<file path="src/rtl/mux2ne1_16b.sv">
// Two-input word selector: a combinational output for same-cycle datapath use
// plus an enable-captured registered copy with a valid flag.
`timescale 1ns/1ps

module mux2ne1_16b #(
    parameter int               WIDTH       = 16,
    parameter logic [WIDTH-1:0] RESET_VALUE = '0
) (
    input  logic             Clock,
    input  logic             Reset_n,
    input  logic [WIDTH-1:0] Hyrja0,
    input  logic [WIDTH-1:0] Hyrja1,
    input  logic             S,
    input  logic             En,
    output logic [WIDTH-1:0] Dalja,
    output logic [WIDTH-1:0] DaljaReg,
    output logic             Valid
);

    // Unknown select yields an unknown word rather than favouring either input.
    always_comb begin
        Dalja = '0;
        case (S)
            1'b0:    Dalja = Hyrja0;
            1'b1:    Dalja = Hyrja1;
            default: Dalja = 'x;
        endcase
    end

    // Valid is a sticky flag rather than a handshake: it rises on the first
    // enabled capture after reset and stays high until the next reset.
    always_ff @(posedge Clock or negedge Reset_n) begin
        if (!Reset_n) begin
            DaljaReg <= RESET_VALUE;
            Valid    <= 1'b0;
        end else if (En) begin
            DaljaReg <= Dalja;
            Valid    <= 1'b1;
        end
    end

endmodule

</file>
<file path="config.mk">
export PLATFORM = sky130hd
export DESIGN_NAME = mux2ne1_16b
export DESIGN_NICKNAME = d
export VERILOG_FILES = /design/src/rtl/mux2ne1_16b.sv
export SDC_FILE = /design/constraint.sdc
export NUM_CORES = 1
export LEC_CHECK = 0
export CAP_MARGIN = 20
export CORE_UTILIZATION = 36
export DETAILED_ROUTE_END_ITERATION = 8
export PLACE_DENSITY = 0.9
export SLEW_MARGIN = 20
export SYNTH_ARGS = -nofsm -noshare
export SYNTH_HDL_FRONTEND = slang
export SYNTH_SLANG_ARGS = --single-unit
export TNS_END_PERCENT = 20
</file>
<file path="constraint.sdc">
create_clock -name Clock -period 1.68 [get_ports Clock]
set_input_delay 0.336 -clock Clock [delete_from_list [all_inputs] [get_ports Clock]]
set_output_delay 0.336 -clock Clock [all_outputs]
set_load 0.005 [all_outputs]
</file>
==> results of run 1 <==
## what timing repair did
item,in CTS,in global routing
endpoints found under the setup margin,16,1
resized for setup,24,5
cloned,0,0
pin swaps,0,0
buffers inserted,1,0
## path summary, 6_finish.rpt
check / cells past startpoint / startpoint / slack (ns) / endpoint
worst min register to register: 1 / Valid / 0.50 / Valid
min in group Clock: 3 / Hyrja0[2] / 0.46 / DaljaReg[2]
max in group asynchronous: 2 / Reset_n / 1.14 / DaljaReg[12]
worst max register to register: 1 / DaljaReg[11] / 0.89 / DaljaReg[11]
worst min-delay path: 2 / Reset_n / 0.36 / DaljaReg[14]
worst max-delay path: 3 / Hyrja1[13] / 0.05 / Dalja[13]
## final cells by class
cell class	count	area share
clock buffer	3	0.0136
clock inverter	1	0.00301
multi-input combinational	33	0.268
sequential	17	0.256
tap	28	0.0211
timing repair buffer	74	0.438
## layer usage
metal / GRT usage / wire length [um]
met2: 0.408 / 1370
met1: 0.206 / 929
met4: 0.110 / 55
met3: 0.0435 / 150
met5: 0 / 0
## power by group
part	internal, W	switching, W
sequential	0.000457	0.0000278
combinational	0.000288	0.000108
clock	0.0000884	0.000130
total	0.000833	0.000266
## cell usage after synthesis
cell	instances	area [um^2]
sky130_fd_sc_hd__mux2_4	20	300
sky130_fd_sc_hd__dfrtp_1	17	425
sky130_fd_sc_hd__mux2_2	12	135
sky130_fd_sc_hd__buf_2	2	10.0
sky130_fd_sc_hd__buf_12	1	20.0
sky130_fd_sc_hd__buf_6	1	11.3
sky130_fd_sc_hd__or2_2	1	6.26
## per-stage QoR
step / utilization / instance area, um^2 / setup slack, ns
after floorplan: - / 908 / 0.414
after global placement: 0.711 / 1630 / -0.473
final: 0.723 / 1660 / 0.0513
after detailed placement: 0.711 / 1630 / -0.510
after global routing: 0.723 / 1660 / 0.0206
after CTS: 0.719 / 1650 / 0.0146
## cells by family (layout without fill, tap and decap cells)
family        Yosys count  after routing  synth area share
buf+inv                 4             78            0.0455
mux                    32             32             0.479
simple gates            1              1           0.00689
flops                  17             17             0.468
## critical path, delay by kind of cell
family,cells,cell delay [ns]
buf+inv,2,0.67
mux,1,0.28
## registers in the layout (all words and copies together) (netlist names)
| name | flops |
|---|---|
| DaljaReg | 16 |
| Valid | 1 |
==> qor.txt, run 1 <==
SETUP PATH
-------------------------------------------------------------------------------------
Data arrival time of the critical path                                        1.29 ns
Worst-path maximum fanout                                                           2
Cell breakdown of the critical path                                      clkdlybuf4s50_1, mux2_2, dlygate4sd2_1
Critical setup path kind                                                 primary input to output pin
CP max stage cell                                                        sky130_fd_sc_hd__clkdlybuf4s50_1
Largest stage delay on the critical path                                      0.41 ns
Crit. End Element                                                          output pin
Data required time of the worst path                                          1.34 ns
Launching element type of the critical path                              primary input

GLOBAL ROUTING
-------------------------------------------------------------------------------------
Total overflow reported by the global router                                        0
Global-route usage over all layers                                              0.211
Initial antenna violation count                                                     0
Largest net degree at the start of global routing                                  18
Via count of the first global-routing pass                                        876
First-pass GRT wire length                                                    4040 um

PLACEMENT
-------------------------------------------------------------------------------------
Final HPWL from detailed placement                                            2000 um
Placer congestion estimate                                                      0.749
Count of buffers inserted at the top-level ports                                   68
Cell count after placement                                                        151

DETAILED ROUTING
-------------------------------------------------------------------------------------
Routed wire length per instance                                               16.1 um
Antenna violation net count after detailed routing                                  0
Total Routed Length                                                           2510 um
Number of detailed-routing iterations run before antenna repair                     2
Vias per cell                                                                    4.67
Number of design rule violations left after detail routing                          0
Initial DRC count                                                                   3
Total vias in the final route                                                     729

DIE
-------------------------------------------------------------------------------------
Std-Cell Core Area                                                          2300 um^2
Top-level port count                                                               69
Vertical die dimension                                                        52.2 um
Die W                                                                         52.2 um
Starting density of the core                                                    0.395
Die outline area                                                            2730 um^2
Cell Rows                                                                          17

TIMING
-------------------------------------------------------------------------------------
Transition time at the pin with the least slew margin                        0.228 ns
Number of hold violations in the final report                                       0
Worst Clk Skew                                                                   0 ns
Final TNS setup                                                                  0 ns
Worst hold-check slack                                                       0.358 ns
Worst slew margin                                                               0.848
Finish-stage setup viols                                                            0
Minimum clock period after layout                                             1.63 ns
RSZ-0062 raised after global routing                                               no
Share of the clock period used by the worst path after layout                   0.969
Slew Viols, Final                                                                   0
Max Fclk                                                                      614 MHz

FINAL LAYOUT
-------------------------------------------------------------------------------------
Most frequent standard cell in the layout excluding fill and tap cells   sky130_fd_sc_hd__clkdlybuf4s50_1
Area delta synth->final                                                         82.8%
Non-filler cells in the finished layout                                           156
Sequential cell area in the final layout                                     425 um^2
Post-layout nets                                                                  165
Footprint of the multi-input gates                                           445 um^2
Top library cells by usage in the layout, fill and taps aside            sky130_fd_sc_hd__clkdlybuf4s50_1, sky130_fd_sc_hd__mux2_4, sky130_fd_sc_hd__dfrtp_1
Number of fillers in the final layout                                             174
Proportion of layout cells with a drive suffix above 1                          0.352
Diode count                                                                         0

POWER
-------------------------------------------------------------------------------------
Worst VDD drop                                                               0.416 mV
Total leakage power                                                          0.765 nW
Total power                                                                 0.00110 W
Power density over the cells                                              662 nW/um^2

CLOCK NETWORK
-------------------------------------------------------------------------------------
CTS Sinks                                                                          17
Cell at the root of the clock tree                                       sky130_fd_sc_hd__clkbuf_4
Buffers from clock root to sink, at most                                            2
Number of buffers inserted by hold repair at cts                                    0
Clock network latency to the later pin of the worst-skew pair                 0.28 ns
Clock-pin slew on the worst setup and hold paths                              0.10 ns
TritonCTS clock tree                                                            built
Inserted Clock Buffers                                                              3
CTS HTree Levels                                                                    1

SYNTHESIS
-------------------------------------------------------------------------------------
Number of warning messages in the yosys log                                         0
Netlist area before placement                                                908 um^2
Register bit count reported by yosys                                               17
Cell count after synthesis                                                         54
Sequential cell area fraction in the yosys report                               0.468
Post-Syn Area per Cell                                                      16.8 um^2
Number of distinct library cells after synthesis                                    7
Synth Net Count                                                                    90

RUN
-------------------------------------------------------------------------------------
Number of max-capacitance violations reported                                       0

MIN PATH
-------------------------------------------------------------------------------------
Min-delay worst type                                                     primary input to async pin

OUTCOME
-------------------------------------------------------------------------------------
Outcome                                                                  complete, no violations

(Power assumes the default switching activity.)
==> run 2, diff against run 1 <==
Settings changed: CORE_UTILIZATION 36 to 59, DONT_BUFFER_PORTS set to 1, PLACE_DENSITY 0.9 to 0.8.
Clock period 1.68 ns to 1.6 ns, I/O delays scaled along.
==> run 2 against run 1 <==
Compared with the run above:
- total power is 19% lower
- core utilization is 4.7 points lower
- die area is 38% lower
- wire length is 37% lower
- global-route usage is 2.2 points lower
- critical endpoint is now DaljaReg[6]
- largest cell class is now multi-input gates
- combinational power is 62% lower
- register-to-register slack worse by 0.09 ns
- sequential share of layout area is 20 points higher
- final area is 44% lower
- critical path type is now flip-flop to output pin
==> qor.txt, run 2 (same netlist as run 1, synthesis figures left out) <==
OUTCOME
-------------------------------------------------------------------------------------
Outcome                                                                  complete, no violations

DIE
-------------------------------------------------------------------------------------
Cell Rows                                                                          13   -4
Die W                                                                         41.2 um   -21%
Top-level port count                                                               69   unchanged
Std-Cell Core Area                                                          1370 um^2   -41%
Die outline area                                                            1700 um^2   -38%
Vertical die dimension                                                        41.2 um   -21%
Starting density of the core                                                    0.665   +0.269

SETUP PATH
-------------------------------------------------------------------------------------
Reg-to-reg setup timing slack                                                 0.80 ns   -0.09 ns
Crit. End Element                                                          output pin
Origin of the critical flop-to-flop path                                  DaljaReg[6]
Launching element type of the critical path                                 flip-flop
Worst reg-to-reg path cell count                                                    1   unchanged
Critical setup path kind                                                 flip-flop to output pin
Data arrival time of the critical path                                        0.70 ns   -0.59 ns
Worst reg2reg endpoint                                                    DaljaReg[6]
Data required time of the worst path                                          1.28 ns   -0.06 ns
Worst-path maximum fanout                                                           2   unchanged

PLACEMENT
-------------------------------------------------------------------------------------
Cell count after placement                                                         65   -57%
Post-place instance area                                                     886 um^2   -46%
Final HPWL from detailed placement                                            1250 um   -38%
Count of buffers inserted at the top-level ports                                    0   -100%
DP Worst Slack                                                               0.533 ns   +1.04 ns
Placer congestion estimate                                                      0.632   -16%

MIN PATH
-------------------------------------------------------------------------------------
Min-delay worst type                                                     primary input to flip-flop
Hold path startpoint                                                               En
WHS Endpoint                                                                    Valid
Hold Crit Depth                                                                     1

DETAILED ROUTING
-------------------------------------------------------------------------------------
Total Routed Length                                                           1570 um   -37%
Initial DRC count                                                                   3   unchanged
Number of design rule violations left after detail routing                          0   unchanged
Antenna violation net count after detailed routing                                  0   unchanged
Number of detailed-routing iterations run before antenna repair                     2   unchanged
Vias per cell                                                                    6.51   +39%
Routed wire length per instance                                               22.4 um   +40%
Total vias in the final route                                                     456   -37%

TIMING
-------------------------------------------------------------------------------------
Worst path setup slack after routing                                         0.580 ns   +0.528 ns
Finish-stage setup viols                                                            0   unchanged
Share of the clock period used by the worst path after layout                   0.638
Transition time at the pin with the least slew margin                        0.741 ns   +0.513 ns
Max Fclk                                                                      980 MHz
Number of hold violations in the final report                                       0   unchanged
Final TNS setup                                                                  0 ns   unchanged
RSZ-0062 raised after global routing                                               no
Worst slew margin                                                               0.505   -0.343
Worst Clk Skew                                                                   0 ns   unchanged
Slew Viols, Final                                                                   0   unchanged
Minimum clock period after layout                                             1.02 ns

FINAL LAYOUT
-------------------------------------------------------------------------------------
Post-layout nets                                                                   92   -44%
Diode count                                                                         0   unchanged
Top library cells by usage in the layout, fill and taps aside            sky130_fd_sc_hd__mux2_4, sky130_fd_sc_hd__dfrtp_1, sky130_fd_sc_hd__mux2_2
Max FFs per register                                                               16   unchanged
Final standard cell area without fillers                                     923 um^2   -44%
Most frequent standard cell in the layout excluding fill and tap cells   sky130_fd_sc_hd__mux2_4
Largest registers ranked by flip-flop count                              DaljaReg: 16 flops, Valid: 1 flops
Area delta synth->final                                                         1.65%
Most flops, register                                                         DaljaReg
Final core utilization                                                          0.676   -0.0469
Non-filler cells in the finished layout                                            70   -55%
Proportion of layout cells with a drive suffix above 1                          0.673   +0.321

CLOCK NETWORK
-------------------------------------------------------------------------------------
CTS Sinks                                                                          17   unchanged
Buffers from clock root to sink, at most                                            2   unchanged
CTS HTree Levels                                                                    1   unchanged
Inserted Clock Buffers                                                              3   unchanged
Cell at the root of the clock tree                                       sky130_fd_sc_hd__clkbuf_4
TritonCTS clock tree                                                            built
Clock network latency to the later pin of the worst-skew pair                 0.28 ns   about the same
Clock-pin slew on the worst setup and hold paths                              0.09 ns   about the same
Number of cells upsized or downsized after cts                                      0   -100%

GLOBAL ROUTING
-------------------------------------------------------------------------------------
Largest net degree at the start of global routing                                  18   unchanged
Total overflow reported by the global router                                        0   unchanged
Initial antenna violation count                                                     0   unchanged
Global-route usage over all layers                                              0.188   -0.0223
Via count of the first global-routing pass                                        471   -46%
First-pass GRT wire length                                                    1940 um   -52%

POWER
-------------------------------------------------------------------------------------
Power density over the cells                                              963 nW/um^2   +45%
Total leakage power                                                          0.430 nW   -44%
Worst VDD drop                                                               0.657 mV   +58%

RUN
-------------------------------------------------------------------------------------
Number of max-capacitance violations reported                                       0   unchanged

run 2: metrics by stage:
stage / total power [W] / hold WS, ns
after floorplan: 0.000671 / 0.0244
after global placement: 0.000665 / 0.0248
after detailed placement: 0.000671 / 0.0247
after CTS: 0.000902 / 0.136
after global routing: 0.000938 / 0.128
final: 0.000889 / 0.144
run 2: per-layer routing:
metal,wire (um),global-route usage,vias up
met5,0,0,-
met4,0,0.0242,0
met3,191,0.0978,0
met2,795,0.309,46
met1,584,0.226,216
li1,-,-,194
run 2: area by class of cell:
| class | instances | area [um^2] |
|---|---|---|
| clock buffers | 3 | 22.5 |
| fillers | 91 | 443 |
| clock inverters | 1 | 5.00 |
| repair buffers | 1 | 10.0 |
| multi-input cells | 33 | 442 |
| well taps | 15 | 18.8 |
| flip-flops and latches | 17 | 425 |
run 2: timing repair:
item / 4_1_cts / 5_1_grt
setup buffers: 0 / 0
hold buffers: 1 / 0
endpoints found under the hold margin: 17 / 0
run 2: how the worst max path moves through the flow:
stage | from | to | slack (ns) | depth (start not counted)
floorplan | S | DaljaReg[14] | 0.35 | 4
global placement | S | DaljaReg[1] | 0.56 | 2
detailed placement | S | DaljaReg[0] | 0.53 | 2
CTS | Reset_n | Valid | 0.56 | 1
global route | Reset_n | DaljaReg[11] | 0.45 | 1
finish | DaljaReg[6] | DaljaReg[6] | 0.58 | 0
run 2: where the power goes:
group,switching (W),total [W],internal [W],leakage [nW]
Clock,0.000127,0.000220,0.0000929,0.0177
Combinational,0.0000438,0.000149,0.000105,0.217
Sequential,0.0000404,0.000521,0.000480,0.196
Total,0.000211,0.000889,0.000678,0.430
==> run 3, diff against run 2 <==
Clock period 1.6 ns to 0.96 ns, I/O delays scaled along.
==> run 3 against run 2 <==
Compared with the run above:
- sequential share of layout area decreased by 0.12 points
- largest cell class unchanged
- via count fell by 1.1%
- core utilization grew 0.18 points
- largest power group unchanged
- total power is 68% higher
==> qor.txt, run 3 (same netlist as run 1, synthesis figures left out) <==
DIE
-------------------------------------------------------------------------------------
Top-level port count                                                               69   unchanged
Std-Cell Core Area                                                          1370 um^2   unchanged
Cell Rows                                                                          13   unchanged
Starting density of the core                                                    0.665   unchanged
Vertical die dimension                                                        41.2 um   unchanged
Die W                                                                         41.2 um   unchanged
Die outline area                                                            1700 um^2   unchanged

FINAL LAYOUT
-------------------------------------------------------------------------------------
Diode count                                                                         0   unchanged
Most flops, register                                                         DaljaReg
Final standard cell area without fillers                                     926 um^2   +0.27%
Footprint of the multi-input gates                                           442 um^2   unchanged
Max FFs per register                                                               16   unchanged
Post-layout nets                                                                   92   unchanged
Largest registers ranked by flip-flop count                              DaljaReg: 16 flops, Valid: 1 flops
Most frequent standard cell in the layout excluding fill and tap cells   sky130_fd_sc_hd__mux2_4
Number of fillers in the final layout                                              96   +5.5%
Proportion of layout cells with a drive suffix above 1                          0.673   unchanged
Top library cells by usage in the layout, fill and taps aside            sky130_fd_sc_hd__mux2_4, sky130_fd_sc_hd__dfrtp_1, sky130_fd_sc_hd__mux2_2
Area delta synth->final                                                         1.93%
Sequential cell area in the final layout                                     425 um^2   unchanged

TIMING
-------------------------------------------------------------------------------------
Worst hold-check slack                                                      0.0158 ns   -0.128 ns
Share of the clock period used by the worst path after layout                   0.929
Worst Clk Skew                                                                   0 ns   unchanged
Transition time at the pin with the least slew margin                        0.740 ns   -0.000523 ns
RSZ-0062 raised after global routing                                               no
Slew Viols, Final                                                                   0   unchanged
Max Fclk                                                                     1120 MHz
Worst slew margin                                                               0.507   +0.00198
Number of hold violations in the final report                                       0   unchanged
Minimum clock period after layout                                            0.892 ns
Finish-stage setup viols                                                            0   unchanged

CLOCK NETWORK
-------------------------------------------------------------------------------------
Clock-pin slew on the worst setup and hold paths                              0.10 ns   about the same
Buffers from clock root to sink, at most                                            2   unchanged
CTS HTree Levels                                                                    1   unchanged
CTS Sinks                                                                          17   unchanged
TritonCTS clock tree                                                            built
Clock network latency to the later pin of the worst-skew pair                 0.28 ns   about the same
Inserted Clock Buffers                                                              3   unchanged
# Post-CTS Setup Buffers                                                            0   unchanged
Cell at the root of the clock tree                                       sky130_fd_sc_hd__clkbuf_4

RUN
-------------------------------------------------------------------------------------
Number of max-capacitance violations reported                                       0   unchanged

DETAILED ROUTING
-------------------------------------------------------------------------------------
Total vias in the final route                                                     451   -1.1%
Vias per cell                                                                    6.44   -1.1%
Number of design rule violations left after detail routing                          0   unchanged
Routed wire length per instance                                               22.5 um   +0.25%
Initial DRC count                                                                   1   -2
Antenna violation net count after detailed routing                                  0   unchanged
Total Routed Length                                                           1580 um   +0.25%
Number of detailed-routing iterations run before antenna repair                     2   unchanged

GLOBAL ROUTING
-------------------------------------------------------------------------------------
First-pass GRT wire length                                                    1870 um   -3.6%
Largest net degree at the start of global routing                                  18   unchanged
Global-route usage over all layers                                              0.174   -0.0147
Via count of the first global-routing pass                                        454   -3.6%
Initial antenna violation count                                                     0   unchanged
Total overflow reported by the global router                                        0   unchanged

SETUP PATH
-------------------------------------------------------------------------------------
Launching element type of the critical path                                 flip-flop
Critical setup path kind                                                 flip-flop to output pin
Crit. End Element                                                          output pin
Worst-path maximum fanout                                                           2   unchanged
Data arrival time of the critical path                                        0.70 ns   about the same
Data required time of the worst path                                          0.77 ns   -0.51 ns

PLACEMENT
-------------------------------------------------------------------------------------
Placer congestion estimate                                                      0.611   -3.2%
Final HPWL from detailed placement                                            1200 um   -3.7%
Count of buffers inserted at the top-level ports                                    0   unchanged
Post-place instance area                                                     886 um^2   unchanged

POWER
-------------------------------------------------------------------------------------
Total leakage power                                                          0.439 nW   +2.1%
Power density over the cells                                             1620 nW/um^2   +68%
Worst VDD drop                                                               0.971 mV   +48%

OUTCOME
-------------------------------------------------------------------------------------
Outcome                                                                  complete, no violations

MIN PATH
-------------------------------------------------------------------------------------
Min-delay worst type                                                     primary input to async pin

## run 3: timing repair
item / CTS / global route
hold buffers: 1 / 0
gates resized for setup: 0 / 1
endpoints found under the hold margin: 17 / 0
endpoints found under the setup margin: 0 / 17
## run 3: per-stage QoR
stage	TNS [ns]	util	std cells	power (W)	setup slack [ns]
after detailed placement	0	0.648	65	0.00112	0.0369
after CTS	0	0.676	70	0.00150	0.0342
after global placement	0	0.648	65	0.00111	0.0483
after floorplan	-2.02	-	54	0.00112	-0.158
after global routing	0	0.678	70	0.00156	0.0357
final	0	0.678	70	0.00150	0.0678
## run 3: worst paths after layout
check                      cells after the start         from            to  slack (ns)
max                                            0  DaljaReg[4]   DaljaReg[4]        0.07
min                                            1      Reset_n  DaljaReg[13]        0.02
max reg2reg                                    1        Valid         Valid        0.17
min reg2reg                                    1        Valid         Valid        0.53
max in group asynchronous                      1      Reset_n   DaljaReg[5]        0.47
min in group Clock                             1           En         Valid        0.02
## run 3: area by class of cell
class | count | share of cell area
repair buffers | 1 | 0.0135
well taps | 15 | 0.0203
clock buffers | 3 | 0.0243
clock inverters | 1 | 0.00541
flip-flops and latches | 17 | 0.459
multi-input cells | 33 | 0.477
## run 3: power by group
group	leakage, nW	internal, W	switching, W
registers	0.196	0.000801	0.0000668
logic	0.226	0.000176	0.0000724
clock network	0.0177	0.000154	0.000226
total	0.439	0.00113	0.000365
## run 3: metal layers
layer	vias up	wire, um	track usage
met5	-	0	0
met4	0	0	0.0242
met3	0	173	0.0870
met2	40	801	0.313
met1	217	599	0.184
li1	194	-	-
==> RTL change 1 (config.mk and constraints of run 1) <==
Register the inputs `Hyrja0`, `Hyrja1`, `S` and `En` before use, with the module's reset. The logic sees them one clock later.
--- a/src/rtl/mux2ne1_16b.sv
+++ b/src/rtl/mux2ne1_16b.sv
@@ -19,2 +19,21 @@
 
+    logic [WIDTH-1:0] Hyrja0_q;
+    logic [WIDTH-1:0] Hyrja1_q;
+    logic S_q;
+    logic En_q;
+
+    always_ff @(posedge Clock or negedge Reset_n) begin
+        if (!Reset_n) begin
+            Hyrja0_q <= '0;
+            Hyrja1_q <= '0;
+            S_q      <= '0;
+            En_q     <= '0;
+        end else begin
+            Hyrja0_q <= Hyrja0;
+            Hyrja1_q <= Hyrja1;
+            S_q      <= S;
+            En_q     <= En;
+        end
+    end
+
     // Unknown select yields an unknown word rather than favouring either input.
@@ -22,5 +41,5 @@
         Dalja = '0;
-        case (S)
-            1'b0:    Dalja = Hyrja0;
-            1'b1:    Dalja = Hyrja1;
+        case (S_q)
+            1'b0:    Dalja = Hyrja0_q;
+            1'b1:    Dalja = Hyrja1_q;
             default: Dalja = 'x;
@@ -35,3 +54,3 @@
             Valid    <= 1'b0;
-        end else if (En) begin
+        end else if (En_q) begin
             DaljaReg <= Dalja;
Function: changed (a bounded check fails within 4 cycles, from zero or initial values and one cycle with Reset_n low).
==> RTL change 1 against run 1 <==
- the run now ends with setup timing left
- worst setup slack got worse by 0.14 ns
- hold slack improved by 0.11 ns
- area after synthesis up 94%
- cell area rose by 65%
- register-to-register slack worse by 0.70 ns
- wire length grew 36%
- final cell count rose by 54%
- total power up 130%
- sequential cell count up 34
- non-clock buffer count is 7 higher
- critical endpoint is now Dalja[3]
- largest power group unchanged
==> RTL change 1: results (changes against run 1) <==
.. list-table::
   :header-rows: 1

   * - Metric
     - Value
   * - Sum of met3 wire segment lengths after detailed routing
     - 201 um (+34%)
   * - Post-CTS Hold Buffers
     - 1 (+1)
   * - Skew-Pair Late Insertion Delay
     - 0.30 ns (+0.02 ns)
   * - Violations in the final reports
     - setup timing
   * - Clock buffer count from CTS
     - 5 (+2)
   * - Global-route wire length before repair
     - 5.26 mm (+30%)
   * - Peak supply drop
     - 0.416 mV (+0.19%)
   * - Min-Delay Path Class
     - in -> reg
   * - Clock group
     - 725 uW (+230%)
   * - Post-CTS setup buffer count
     - 8 (+7)
   * - Total of endpoints with negative setup slack in the final report
     - 7 (+7)
   * - Fraction of final layout cells with drive strength greater than 1
     - 41.0% (+5.9 points)
   * - Routing usage on met2
     - 23.6% (-17 points)
   * - Run status
     - finished with violations
   * - Cell family with most CP delay
     - flip-flops
   * - Area post-placement
     - 0.00253 sq mm (+55%)
   * - Grt met1 use
     - 17.1% (-3.4 points)
   * - Peak fanout along the critical path
     - 5 (+3)
   * - Sequential Area
     - 0.00128 sq mm (+200%)
   * - Final net count
     - 208 (+26%)
   * - Number of iterations in the first detailed-routing pass
     - 4 (+2)
   * - Cell count of the worst reg-to-reg path
     - 5 (+4)
   * - Total met2 wirelength after detailed routing
     - 1.80 mm (+31%)
   * - All-layer global routing usage
     - 14.0% (-7.1 points)
   * - Count of distinct cell types in the synthesized netlist
     - 8 (+1)
   * - Top cells by count, synth
     - 51 x sky130_fd_sc_hd__dfrtp_1, 20 x sky130_fd_sc_hd__mux2_4, 12 x sky130_fd_sc_hd__mux2_2
   * - Fillcell total
     - 384 (+120%)
   * - Crit path arrival time
     - 1.43 ns (+0.14 ns)
   * - Comb power
     - 445 uW (+12%)
   * - Average footprint of a synthesized cell
     - 20.0 sq um (+19%)
   * - Placer's final routability congestion estimate
     - 0.657 (-12%)
   * - Worst slack at placement
     - 0.00402 ns (+0.514 ns)
   * - Tightest slew margin relative to the limit
     - 67.6% (-17 points)
   * - Pin count of the biggest net entering global routing
     - 32 (+14)
   * - Global Route met3 Usage
     - 3.33% (-1.0 points)
   * - Root Driver
     - sky130_fd_sc_hd__clkbuf_8
   * - Final wirelength
     - 3.40 mm (+36%)
   * - CP peak stage delay
     - 0.46 ns (+0.05 ns)
   * - Post-layout worst setup margin
     - -0.0879 ns (-0.139 ns)
   * - CTS HTree Levels
     - 2 (+1)
==> RTL change 1: worst paths after layout <==
check,endpoint,from,slack (ns)
max,Dalja[3],S_q,-0.09
min,Hyrja0_q[12],Hyrja0[12],0.46
max reg2reg,DaljaReg[9],S_q,0.19
min reg2reg,Valid,Valid,0.48
max in group asynchronous,Hyrja1_q[5],Reset_n,0.60
min in group asynchronous,Hyrja0_q[14],Reset_n,0.53
==> RTL change 1: kinds of logic after synthesis <==
kind of cell	after synthesis	synth area share (%)
buffers and inverters	4	2.49
flip-flops	51	72.4
multiplexers	32	24.7
AND/OR/NAND/NOR	1	0.355
==> RTL change 1: cell type report <==
class	instances	area share [%]
sequential	51	46.7
clock buffer	6	3.02
clock inverter	2	0.595
multi-input combinational	33	16.4
tap	67	3.07
timing repair buffer	81	30.2
==> RTL change 1: stage by stage <==
step	total power [mW]	setup TNS [ns]
finish	2.53	-0.530
global route	2.64	-0.867
CTS	2.57	-1.38
detailed placement	1.81	0
global placement	1.80	0
floorplan	1.52	0
==> RTL change 2 (flow settings as in run 1) <==
Without the edit above. `WIDTH`: 16 -> 14.
--- a/src/rtl/mux2ne1_16b.sv
+++ b/src/rtl/mux2ne1_16b.sv
@@ -5,3 +5,3 @@
 module mux2ne1_16b #(
-    parameter int               WIDTH       = 16,
+    parameter int               WIDTH       = 14,
     parameter logic [WIDTH-1:0] RESET_VALUE = '0
Interface: changed (resized Dalja, DaljaReg, Hyrja0 and Hyrja1); port bits go from 69 to 61. No check against the original RTL was run, so the function may have changed too.
==> RTL change 2 against run 1 <==
- combinational power fell by 9.3%
- maximum frequency barely moved
- total power fell by 10%
- count of clock-buffer cells in the layout did not move
- global-route usage fell by 0.96 points
- worst setup slack got worse by 0.00085 ns
- hold slack improved by 0.011 ns
- wire length fell by 16%
- final cell count fell by 9.0%
- cell area fell by 9.9%
- sequential cell count fell by 2
- area after synthesis fell by 12%
- largest cell class unchanged
==> RTL change 2: results (changes against run 1) <==
.. list-table::
   :header-rows: 1

   * - Metric
     - Value
   * - Run status
     - finished, final reports clean
   * - All-layer global routing usage
     - 20.1% (-0.96 points)
   * - Static leakage
     - 0.687 nW (-10%)
   * - Number of nets in the synthesized netlist
     - 79 (-12%)
   * - Area post-placement
     - 0.00146 sq mm (-10%)
   * - Top area cells in the synthesized netlist
     - sky130_fd_sc_hd__dfrtp_1 47%, sky130_fd_sc_hd__mux2_4 38%, sky130_fd_sc_hd__mux2_2 11%, sky130_fd_sc_hd__buf_6 1.4%, sky130_fd_sc_hd__buf_4 0.94%
   * - Global-route wire length before repair
     - 3.54 mm (-12%)
   * - R2r startpoint
     - DaljaReg[6]
   * - Top cells by count, synth
     - 20 x sky130_fd_sc_hd__mux2_4, 15 x sky130_fd_sc_hd__dfrtp_1, 8 x sky130_fd_sc_hd__mux2_2
   * - Number of vias after detailed routing
     - 641 (-12%)
   * - Actual slew at the worst max-slew pin
     - 0.199 ns (-0.0283 ns)
   * - Fraction of final layout cells with drive strength greater than 1
     - 35.7% (+0.50 points)
   * - Initial detailed-routing violation count
     - 1 (-2)
   * - Internal power contribution
     - 754 uW (-9.6%)
   * - Endpoint of the worst-slack reg-to-reg timing path
     - DaljaReg[6]
   * - Placed Cells
     - 137 (-9.3%)
   * - Number of global-route vias before repair
     - 748 (-15%)
   * - CP Launch Point
     - Hyrja0[0]
   * - Gate count after technology mapping
     - 47 (-13%)
   * - Part of the Yosys area used for sequential elements
     - 47.2% (+0.34 points)
   * - Flop-to-flop setup slack
     - 0.91 ns (+0.02 ns)
   * - Post-detailed-placement half-perimeter wirelength
     - 1.67 mm (-17%)
   * - Peak supply drop
     - 0.672 mV (+62%)
   * - Wirelength per Cell
     - 14.9 um (-7.3%)
   * - Count of port buffers added during placement
     - 60 (-12%)
   * - Pin count of the biggest net entering global routing
     - 16 (-2)
   * - Leading registers by flop count
     - DaljaReg x14, Valid x1
   * - Number of antenna violations at the first check in global routing
     - 0 (unchanged)
   * - Final net count
     - 148 (-10%)
   * - Vias per Instance
     - 4.51 (-3.4%)
   * - Worst hold-check slack
     - 0.369 ns (+0.0113 ns)
## RTL change 2: cell types whose count changed after synthesis
| cell | change |
|---|---|
| sky130_fd_sc_hd__dfrtp_1 | -2 |
| sky130_fd_sc_hd__mux2_2 | -4 |
| sky130_fd_sc_hd__buf_4 | +1 |
| sky130_fd_sc_hd__buf_12 | -1 |
| sky130_fd_sc_hd__buf_2 | -1 |
## RTL change 2: worst max-delay path: stages
cell	delay [ns]
sky130_fd_sc_hd__clkdlybuf4s50_1	0.41
sky130_fd_sc_hd__mux2_2	0.28
sky130_fd_sc_hd__dlygate4sd2_1	0.27
## RTL change 2: final cells by class
cell class              count  area [sq um]
clock buffers               3          22.5
clock inverters             1          5.00
fillers                   145           526
multi-input cells          29           397
flip-flops and latches     15           375
well taps                  27          33.8
repair buffers             67           663
## RTL change 2: logic make-up (layout without fill, tap and decap cells)
| kind of cell | count (synthesis) | in the layout | synth area share (%) |
|---|---|---|---|
| and+or+nand+nor | 1 | 1 | 0.787 |
| DFF | 15 | 15 | 47.2 |
| muxes | 28 | 28 | 49.1 |
| buffers and inverters | 3 | 71 | 2.99 |
## RTL change 2: worst max path at each step
stage | slack [ns] | to
2_1_floorplan | 0.51 | DaljaReg[12]
3_3_place_gp | -0.46 | Dalja[13]
3_5_place_dp | -0.48 | Dalja[0]
4_1_cts | 0.04 | Dalja[0]
5_1_grt | 0.02 | Dalja[0]
6_report | 0.05 | Dalja[0]
## RTL change 2: what timing repair did
item | 4_1_cts | 5_1_grt
gates resized for setup | 19 | 0
setup endpoints to repair | 14 | 0
buffers inserted | 0 | 0
hold buffers | 0 | 0
## RTL change 2: per-stage QoR
stage	power, mW	worst slack [ns]	TNS, ns
after floorplan	0.562	0.514	0
after global placement	0.798	-0.463	-6.81
after detailed placement	0.807	-0.482	-6.99
after CTS	1.00	0.0420	0
after global routing	1.04	0.0161	0
final	0.986	0.0505	0
## RTL change 2: routing by layer
| metal | vias up | part of all wire, % | routed length, um | GRT usage, % |
|---|---|---|---|---|
| met5 | - | 0 | 0 | 0 |
| met4 | 0 | 1.3 | 27 | 6.37 |
| met3 | 2 | 3.7 | 78 | 5.30 |
| met2 | 23 | 60 | 1280 | 41.9 |
| met1 | 312 | 35 | 731 | 18.1 |
| li1 | 304 | - | - | - |
## RTL change 2: power by group through the flow
stage,registers (mW),clock network [mW],logic [mW]
2_1_floorplan,0.435,0,0.127
3_3_place_gp,0.432,0,0.366
3_5_place_dp,0.432,0,0.375
4_1_cts,0.427,0.212,0.364
5_1_grt,0.432,0.224,0.383
6_report,0.426,0.202,0.359
